File: config.mk
export PLATFORM = sky130hd
export DESIGN_NAME = sync3_hs_ctrl
export DESIGN_NICKNAME = d
export VERILOG_FILES = /design/src/rtl/sync3_hs_ctrl_pkg.sv /design/src/rtl/sync3_hs_ctrl_sync3_bit.sv /design/src/rtl/sync3_hs_ctrl.sv
export SDC_FILE = /design/constraint.sdc
export NUM_CORES = 1
export LEC_CHECK = 0
export ABC_AREA = 1
export BUFFER_PORTS_ARGS = -buffer_cell sky130_fd_sc_hd__buf_2
export CAP_MARGIN = 5
export CORE_MARGIN = 1
export CORE_UTILIZATION = 45
export DETAILED_ROUTE_END_ITERATION = 6
export PLACE_DENSITY = 0.69
export SETUP_SLACK_MARGIN = 0.05
export SKIP_LAST_GASP = 1
export SYNTH_ARGS = -nofsm -noshare
export SYNTH_HDL_FRONTEND = slang
export SYNTH_SLANG_ARGS = --single-unit
export TNS_END_PERCENT = 50
File: constraint.sdc
create_clock -name clk -period 4.3 [get_ports clk]
set_input_delay 0.645 -clock clk [delete_from_list [all_inputs] [get_ports clk]]
set_output_delay 0.645 -clock clk [all_outputs]
set_load 0.03 [all_outputs]
File: src/rtl/sync3_hs_ctrl_pkg.sv
// Shared types and defaults for the req/ack crossing controller.
// State encoding is fixed so it can be probed from a waveform.
package sync3_hs_ctrl_pkg;

  typedef enum logic [1:0] {
    IDLE    = 2'd0,
    REQ     = 2'd1,
    RELEASE = 2'd2,
    ERR     = 2'd3
  } state_t;

  localparam int DEF_DW          = 32;
  localparam int DEF_TIMEOUT_CYC = 1024;

endpackage

File: src/rtl/sync3_hs_ctrl_sync3_bit.sv
// Three-flop single-bit synchronizer.
// Every stage clears asynchronously on rst.
module sync3_bit (
  input  logic clk,
  input  logic rst,
  input  logic d,
  output logic q
);

  logic [2:0] ff;

  always_ff @(posedge clk or posedge rst) begin
    if (rst) ff <= '0;
    else     ff <= {ff[1:0], d};
  end

  assign q = ff[2];

endmodule

File: src/rtl/sync3_hs_ctrl.sv
// Source-side 4-phase req/ack controller for a multi-bit crossing.
// Holds the word on xfer_data, watches a synchronized ack, flags stalls.
module sync3_hs_ctrl
  import sync3_hs_ctrl_pkg::*;
#(
  parameter int DW          = DEF_DW,
  parameter int TIMEOUT_CYC = DEF_TIMEOUT_CYC
) (
  input  logic          clk,
  input  logic          rst,
  input  logic          in_valid,
  output logic          in_ready,
  input  logic [DW-1:0] in_data,
  output logic          xfer_req,
  output logic [DW-1:0] xfer_data,
  input  logic          xfer_ack,
  output logic          done,
  output logic          busy,
  output logic          err,
  input  logic          err_clr
);

  localparam int CNT_W = $clog2(TIMEOUT_CYC + 2);
  localparam bit TO_EN = (TIMEOUT_CYC > 0);
  localparam logic [CNT_W-1:0] CNT_LAST =
    CNT_W'((TIMEOUT_CYC > 0) ? TIMEOUT_CYC - 1 : 0);

  state_t           state, state_n;
  logic [CNT_W-1:0] cnt, cnt_n;
  logic [DW-1:0]    data_n;
  logic             req_n, done_n, err_n;
  logic             ack_s, expired;

  sync3_bit u_ack_sync (
    .clk (clk),
    .rst (rst),
    .d   (xfer_ack),
    .q   (ack_s)
  );

  assign in_ready = (state == IDLE);
  assign busy     = (state != IDLE);

  always_comb begin
    state_n = state;
    req_n   = xfer_req;
    done_n  = 1'b0;
    err_n   = err;
    data_n  = xfer_data;
    expired = TO_EN && (cnt == CNT_LAST);
    unique case (state)
      IDLE: begin
        if (in_valid) begin
          data_n  = in_data;
          req_n   = 1'b1;
          state_n = REQ;
        end
      end
      REQ: begin
        if (ack_s) begin
          req_n   = 1'b0;
          state_n = RELEASE;
        end else if (expired) begin
          req_n   = 1'b0;
          err_n   = 1'b1;
          state_n = ERR;
        end
      end
      RELEASE: begin
        if (!ack_s) begin
          done_n  = 1'b1;
          state_n = IDLE;
        end else if (expired) begin
          err_n   = 1'b1;
          state_n = ERR;
        end
      end
      ERR: begin
        // a still-high ack would look like a stale reply to the next word
        if (err_clr && !ack_s) begin
          err_n   = 1'b0;
          state_n = IDLE;
        end
      end
      default: state_n = IDLE;
    endcase
    if (state_n != state)
      cnt_n = '0;
    else if (state == REQ || state == RELEASE)
      cnt_n = cnt + 1'b1;
    else
      cnt_n = '0;
  end

  always_ff @(posedge clk or posedge rst) begin
    if (rst) begin
      state     <= IDLE;
      cnt       <= '0;
      xfer_req  <= 1'b0;
      xfer_data <= '0;
      done      <= 1'b0;
      err       <= 1'b0;
    end else begin
      state     <= state_n;
      cnt       <= cnt_n;
      xfer_req  <= req_n;
      xfer_data <= data_n;
      done      <= done_n;
      err       <= err_n;
    end
  end

endmodule

==> summary.txt, run 1 <==
Outcome
  – Status: finished, final reports clean

Clock tree
  – Clock Tree Root: clkbuf_8
  – Later-pin clock latency in the skew report: 0.29 ns
  – Hold buffers post-CTS: 0
  – Clock transition at path regs: 0.08 ns
  – Clock sink count: 51
  – Clock tree buffer depth: 2
  – Post-CTS Setup Bufs: 0
  – TritonCTS Buffers: 5
  – Post-CTS sizing: 0
  – H-tree levels: 2
  – CTS tree: built

Power and ir drop
  – Max VDD drop: 0.000370 V
  – Power Internal: 1.10 mW
  – Power share of the combinational group: 48.9%
  – Leakage power: 1.54 nW
  – Sw Share: 46.8%
  – Sw Pwr: 0.964 mW
  – Pwr Density: 744 nW/um^2
  – Total power: 2.06 mW
  – Clock share of power: 15.3%
  – Seq pwr share: 35.8%

STA
  – Period minus WS final: 2.10 ns
  – Worst-Margin Slew: 1.02 ns
  – Fin. Hold Viols: 0
  – Period utilization: 48.8%
  – PnR worst setup slack: 2.20 ns
  – Setup skew after layout: 0.00382 ns
  – Hold Slack: 0.354 ns
  – Fin Setup TNS: 0 ns
  – Slew headroom: 32.0%
  – Max Clk Rate: 477 MHz
  – Final slew viol count: 0
  – RSZ-0062 raised after global routing: no
  – Final setup violation count: 0

Worst setup path
  – Critical path required time: 4.54 ns
  – R2r setup slk: 2.20 ns
  – CP most frequent cell: nand2_1
  – Critical Path Source Type: flip-flop
  – Worst path depth: 7
  – Delay-heaviest family, CP: buffers and inverters
  – CP max FO: 34
  – CP max stage delay: 0.70 ns
  – R2r worst-path depth: 7
  – Crit-path slowest cell: inv_1
  – Critical-path cell list: inv_1 -> ha_1 -> nand2_1 -> buf_4 -> inv_1 -> nand2_1 -> nand2_1
  – Kind of capture point of the worst setup path: flip-flop
  – CP Class: flip-flop to flip-flop
  – Crit path DAT: 2.33 ns
  – R2r endpoint: xfer_data[12]
  – Buf/Inv on CP: 3
  – Critical R2R Launch: state[0]

Worst hold path
  – Worst hold path depth: 0
  – Hold EP: u_ack_sync.ff[2]
  – Worst min-delay path class: flip-flop to flip-flop
  – Worst Hold Launch: u_ack_sync.ff[1]

Yosys
  – Post-synth ARST share: 100%
  – Cells after Synth: 267
  – Yosys top cell by area: dfrtp_1
  – Yosys top cell area share: 56.9%
  – Sequential share of the synthesized area: 56.9%
  – Ys Warns: 0
  – Top area cells in the synthesized netlist: dfrtp_1 (57%), nand2_1 (21%), nor2_2 (3.1%)
  – Seq cells post-synth: 51
  – Unique masters post-synth: 22
  – Post-synthesis instance area: 2240 um^2
  – Post-synth EDFFs: 0
  – Dominant synthesized flop cell: dfrtp_1
  – Synthesized Nets: 309
  – Avg Cell Area, Syn: 8.41 um^2

Floorplan
  – Num ports: 74
  – Die height: 72.6 um
  – Initial Util: 47.2%
  – DIE AREA: 5270 um^2
  – Horiz. Die Dim: 72.6 um
  – CORE AREA: 4750 um^2
  – Row cnt: 25

Drt
  – Drc violations: 0
  – WL per Instance: 10.6 um
  – Via count: 1826
  – Drt total wl: 4310 um
  – Routed Antenna Nets: 0
  – DR pass1 iterations: 4
  – Drt first-iter violations: 63
  – Via/cell ratio: 4.49

Global route
  – Vias in the first global route: 1560
  – Largest net degree at the start of global routing: 52
  – Initial antenna violation count: 0
  – Congestion Overflow GR: 0
  – First-pass GRT wire length: 6870 um
  – Gr usage total: 17.0%

Place
  – Worst slack at placement: 2.18 ns
  – Placed wire-length estimate: 3020 um
  – I/O Buffers: 73
  – Gpl congestion: 0.844
  – DP Area: 2660 um^2
  – Cells after DPL: 400

Layout
  – Area grow syn2layout: 23.2%
  – Fin area: 2770 um^2
  – NumNets Final: 382
  – Ant diodes: 0
  – Share of cells above drive strength 1: 29.4%
  – Final cell count without fillers: 407
  – Layout Utilization: 58.2%

Run
  – MaxCap Viol Count: 0
-- layout by cell type (no fill, tap or decap), types with 2 or more instances in the layout --
cell type  count
o21ai_0        6
nor2_2        11
a21oi_1        4
nand2_1      128
dfrtp_1       51
a21boi_0       2
nand2_2        3
buf_2         73
inv_1         17
inv_2          2
o21bai_1       2
clkbuf_8       5
a31oi_1        2
ha_1           5
nor2_1        11
nand3_1        9
-- state kept, by name, summed over array words and instances, names as in the netlist --
signal / count
done: 1
u_ack_sync.ff: 3
xfer_req: 1
state: 2
xfer_data: 32
err: 1
cnt: 11
-- power groups by stage --
stage / combinational (mW) / sequential (mW) / clock, mW
after floorplan: 0.461 / 1.04 / 0
after global placement: 1.01 / 0.745 / 0
after detailed placement: 1.02 / 0.743 / 0
after CTS: 1.02 / 0.738 / 0.325
after global routing: 1.11 / 0.758 / 0.340
final: 1.01 / 0.737 / 0.315
-- Yosys cell counts (2+ instances only) --
| library cell | n |
|---|---|
| nand2_1 | 128 |
| dfrtp_1 | 51 |
| inv_1 | 18 |
| nor2_1 | 11 |
| nor2_2 | 11 |
| nand3_1 | 9 |
| clkbuf_1 | 7 |
| o21ai_0 | 6 |
| ha_1 | 5 |
| a21oi_1 | 4 |
| nand2_2 | 3 |
| a21boi_0 | 2 |
| a31oi_1 | 2 |
| o21bai_1 | 2 |
-- how the worst max path moves through the flow --
stage	start	end	slack (ns)
4_1_cts	state[0]	xfer_data[16]	2.17
2_1_floorplan	rst	cnt[0]	2.43
3_3_place_gp	state[1]	xfer_data[12]	2.23
3_5_place_dp	state[0]	xfer_data[16]	2.18
6_report	state[0]	xfer_data[12]	2.20
5_1_grt	state[0]	xfer_data[3]	1.89
-- cell families (layout without fill, tap and decap cells) --
family	Yosys count	count (layout)	share of synthesized area [%]
simple gates	166	166	30.6
compound gates	17	17	4.51
fa+ha+maj	5	5	2.79
xor+xnor	1	1	0.390
buf+inv	27	100	4.85
flops	51	51	56.9
-- cell type report --
class / instances / area (um^2)
well taps: 67 / 83.8
fillers: 463 / 1990
clock buffers: 6 / 72.6
repair buffers: 74 / 373
inverters: 19 / 71.3
multi-input cells: 189 / 860
clock inverters: 1 / 30.0
flip-flops and latches: 51 / 1280
-- layer usage --
| metal | wire length, um | GRT usage, % |
|---|---|---|
| met1 | 2030 | 23.6 |
| met2 | 1940 | 24.9 |
| met3 | 292 | 6.08 |
| met4 | 38 | 5.23 |
| met5 | 0 | 0 |
-- worst reg2reg max path, cell delays in order, from the launching register on --
cell and delay [ns]:
dfrtp_1 0.44, inv_1 0.15, ha_1 0.23, nand2_1 0.06, buf_4 0.24, inv_1 0.70, nand2_1 0.13, nand2_1 0.10
Power figures use the tool's default switching activity.
==> run 2: changes to the inputs <==
--- a/config.mk
+++ b/config.mk
@@ -11,7 +11,7 @@
 export CORE_MARGIN = 1
 export CORE_UTILIZATION = 45
 export DETAILED_ROUTE_END_ITERATION = 6
-export PLACE_DENSITY = 0.69
+export PLACE_DENSITY = 0.72
 export SETUP_SLACK_MARGIN = 0.05
 export SKIP_LAST_GASP = 1
 export SYNTH_ARGS = -nofsm -noshare
==> constraint.sdc (replaced) <==
create_clock -name clk -period 1.8 [get_ports clk]
set_input_delay 0.27 -clock clk [delete_from_list [all_inputs] [get_ports clk]]
set_output_delay 0.27 -clock clk [all_outputs]
set_load 0.03 [all_outputs]
==> run 2 against run 1 <==
  * Register-to-register slack got worse by 2.0 ns
  * Sequential power rose by 140%
  * Fmax rose by 27%
  * Final cell count rose by 1.7%
  * Clock power rose to 2.6 times the previous value
  * Sequential share of layout area fell by 1.7 points
  * Critical path depth rose by 5
  * Total power rose to 2.5 times the previous value
  * Critical endpoint is now cnt[6]
  * Largest cell class unchanged
  * Largest power group unchanged
==> summary.txt, run 2 (synthesized netlist as in run 1, its figures left out) <==
Worst setup path
  – R2r worst-path depth: 12
  – R2r setup slk: 0.15 ns
  – Delay-heaviest family, CP: simple AND/OR/NAND/NOR gates
  – Critical-path cell list: inv_2 -> ha_1 -> nand2_1 -> inv_1 -> nor2_1 -> a21oi_1 -> nand2_1 -> nand2_1 -> nand2_1 -> nand2_2 -> nand2_2 -> nor2_2
  – Kind of capture point of the worst setup path: flip-flop
  – Critical R2R Launch: state[0]
  – Buf/Inv on CP: 2
  – Critical Path Source Type: flip-flop
  – Crit path DAT: 1.89 ns
  – CP most frequent cell: nand2_1
  – Worst setup path end: cnt[6]
  – Worst path depth: 12
  – R2r endpoint: cnt[6]
  – Critical path required time: 2.04 ns
  – CP max FO: 6
  – CP Launch Point: state[0]
  – CP max stage delay: 0.46 ns
  – CP Class: flip-flop to flip-flop
  – Crit-path slowest cell: dfrtp_2

Run
  – MaxCap Viol Count: 0

Global route
  – Largest net degree at the start of global routing: 35
  – Vias in the first global route: 1788
  – Congestion Overflow GR: 0
  – Initial antenna violation count: 0
  – Gr usage total: 19.4%
  – First-pass GRT wire length: 7820 um

Layout
  – NumNets Final: 388
  – Area grow syn2layout: 28.2%
  – Commonest non-fill, non-tap cell in the layout: nand2_1
  – Top reg by flops: xfer_data
  – Ant diodes: 0
  – Max reg flops: 32
  – Most frequent cells in the layout: nand2_1 (127), buf_2 (73), dfrtp_1 (49)
  – Share of cells above drive strength 1: 32.9%
  – Largest regs: xfer_data x32, cnt x11, u_ack_sync.ff x3
  – Filler cells: 429

STA
  – Final slew viol count: 0
  – Slew headroom: 72.8%
  – Period utilization: 91.5%
  – Fin. Hold Viols: 0
  – Final setup violation count: 0
  – Max Clk Rate: 607 MHz
  – Worst-Margin Slew: 0.408 ns
  – Setup skew after layout: 0.00931 ns
  – Fin Setup TNS: 0 ns
  – Period minus WS final: 1.65 ns
  – PnR worst setup slack: 0.152 ns
  – RSZ-0062 raised after global routing: yes

Drt
  – DR pass1 iterations: 4
  – Drt first-iter violations: 89
  – Met2 WL: 2150 um
  – Drc violations: 0
  – Uppermost routed layer: met4
  – Wire length on met3: 262 um
  – Met1 Routed Length: 2220 um
  – WL per Instance: 11.4 um
  – Via count: 1867
  – Routed Antenna Nets: 0
  – Via/cell ratio: 4.51
  – Drt total wl: 4710 um

Clock tree
  – Clock transition at path regs: 0.09 ns
  – TritonCTS Buffers: 5
  – H-tree levels: 2
  – Later-pin clock latency in the skew report: 0.30 ns
  – Clock tree buffer depth: 2
  – Clock sink count: 51
  – Clock Tree Root: clkbuf_8
  – CTS tree: built

Place
  – Gpl congestion: 0.804
  – Placed wire-length estimate: 3330 um
  – Worst slack at placement: 0.0485 ns
  – I/O Buffers: 73

Worst hold path
  – Worst min-delay path class: input pin to flip-flop
  – Worst Hold Launch: xfer_ack

Power and ir drop
  – Leakage power: 1.59 nW
  – Max VDD drop: 0.00108 V
  – Pwr Density: 1820 nW/um^2

Floorplan
  – Num ports: 74
  – Row cnt: 25
  – DIE AREA: 5270 um^2
  – CORE AREA: 4750 um^2
  – Die height: 72.6 um
  – Initial Util: 47.2%
  – Horiz. Die Dim: 72.6 um

Outcome
  – Status: finished, final reports clean
## run 2: changes by cell type in the layout (fill, tap and decap cells not counted), sizes merged
cell	delta
buf	+4
dlygate4sd3	+1
nand2	+1
clkinv	+1
## run 2: per-layer routing
| layer | global-route usage [%] | up-vias |
|---|---|---|
| met4 | 6.32 | 0 |
| met2 | 29.9 | 52 |
| met3 | 5.66 | 10 |
| met5 | 0 | - |
| li1 | - | 968 |
| met1 | 26.5 | 837 |
## run 2: worst min-delay path by stage
stage	to	slack [ns]	cells past startpoint
5_1_grt	u_ack_sync.ff[0]	0.05	1
4_1_cts	u_ack_sync.ff[0]	0.06	1
6_report	u_ack_sync.ff[0]	0.07	1
2_1_floorplan	u_ack_sync.ff[0]	0.30	0
3_5_place_dp	xfer_data[5]	0.29	2
3_3_place_gp	xfer_data[5]	0.29	2
## run 2: timing repair
item | 4_1_cts | 5_1_grt
setup endpoints to repair | 10 | 13
pin swaps | 0 | 1
resized for setup | 1 | 7
hold buffers | 1 | 0
setup buffers | 0 | 1
gates cloned | 0 | 1
endpoints found under the hold margin | 17 | 0
## run 2: area by class of cell
type | count | area, um^2 | share of cell area, %
Sequential cell | 51 | 1280 | 44.4
Tap cell | 67 | 83.8 | 2.91
Multi-Input combinational cell | 190 | 888 | 30.9
Clock inverter | 2 | 35.0 | 1.22
Clock buffer | 6 | 82.6 | 2.87
Timing Repair Buffer | 79 | 438 | 15.2
Inverter | 19 | 71.3 | 2.48
## run 2: metrics by stage
| stage | utilization (%) | instance area (um^2) | hold WS (ns) | instances | power [mW] |
|---|---|---|---|---|---|
| final | 60.5 | 2880 | 0.0678 | 414 | 5.23 |
| after global routing | 60.5 | 2880 | 0.0540 | 414 | 5.61 |
| after CTS | 59.9 | 2850 | 0.0617 | 412 | 5.16 |
| after detailed placement | 57.1 | 2710 | 0.286 | 403 | 4.31 |
| after global placement | 57.1 | 2710 | 0.287 | 403 | 4.25 |
| after floorplan | - | 2250 | 0.301 | 267 | 3.60 |
## run 2: where the power goes
group / switching (mW) / total [mW] / internal, mW
registers: 0.237 / 1.78 / 1.55
logic: 1.84 / 2.62 / 0.782
clock network: 0.370 / 0.820 / 0.450
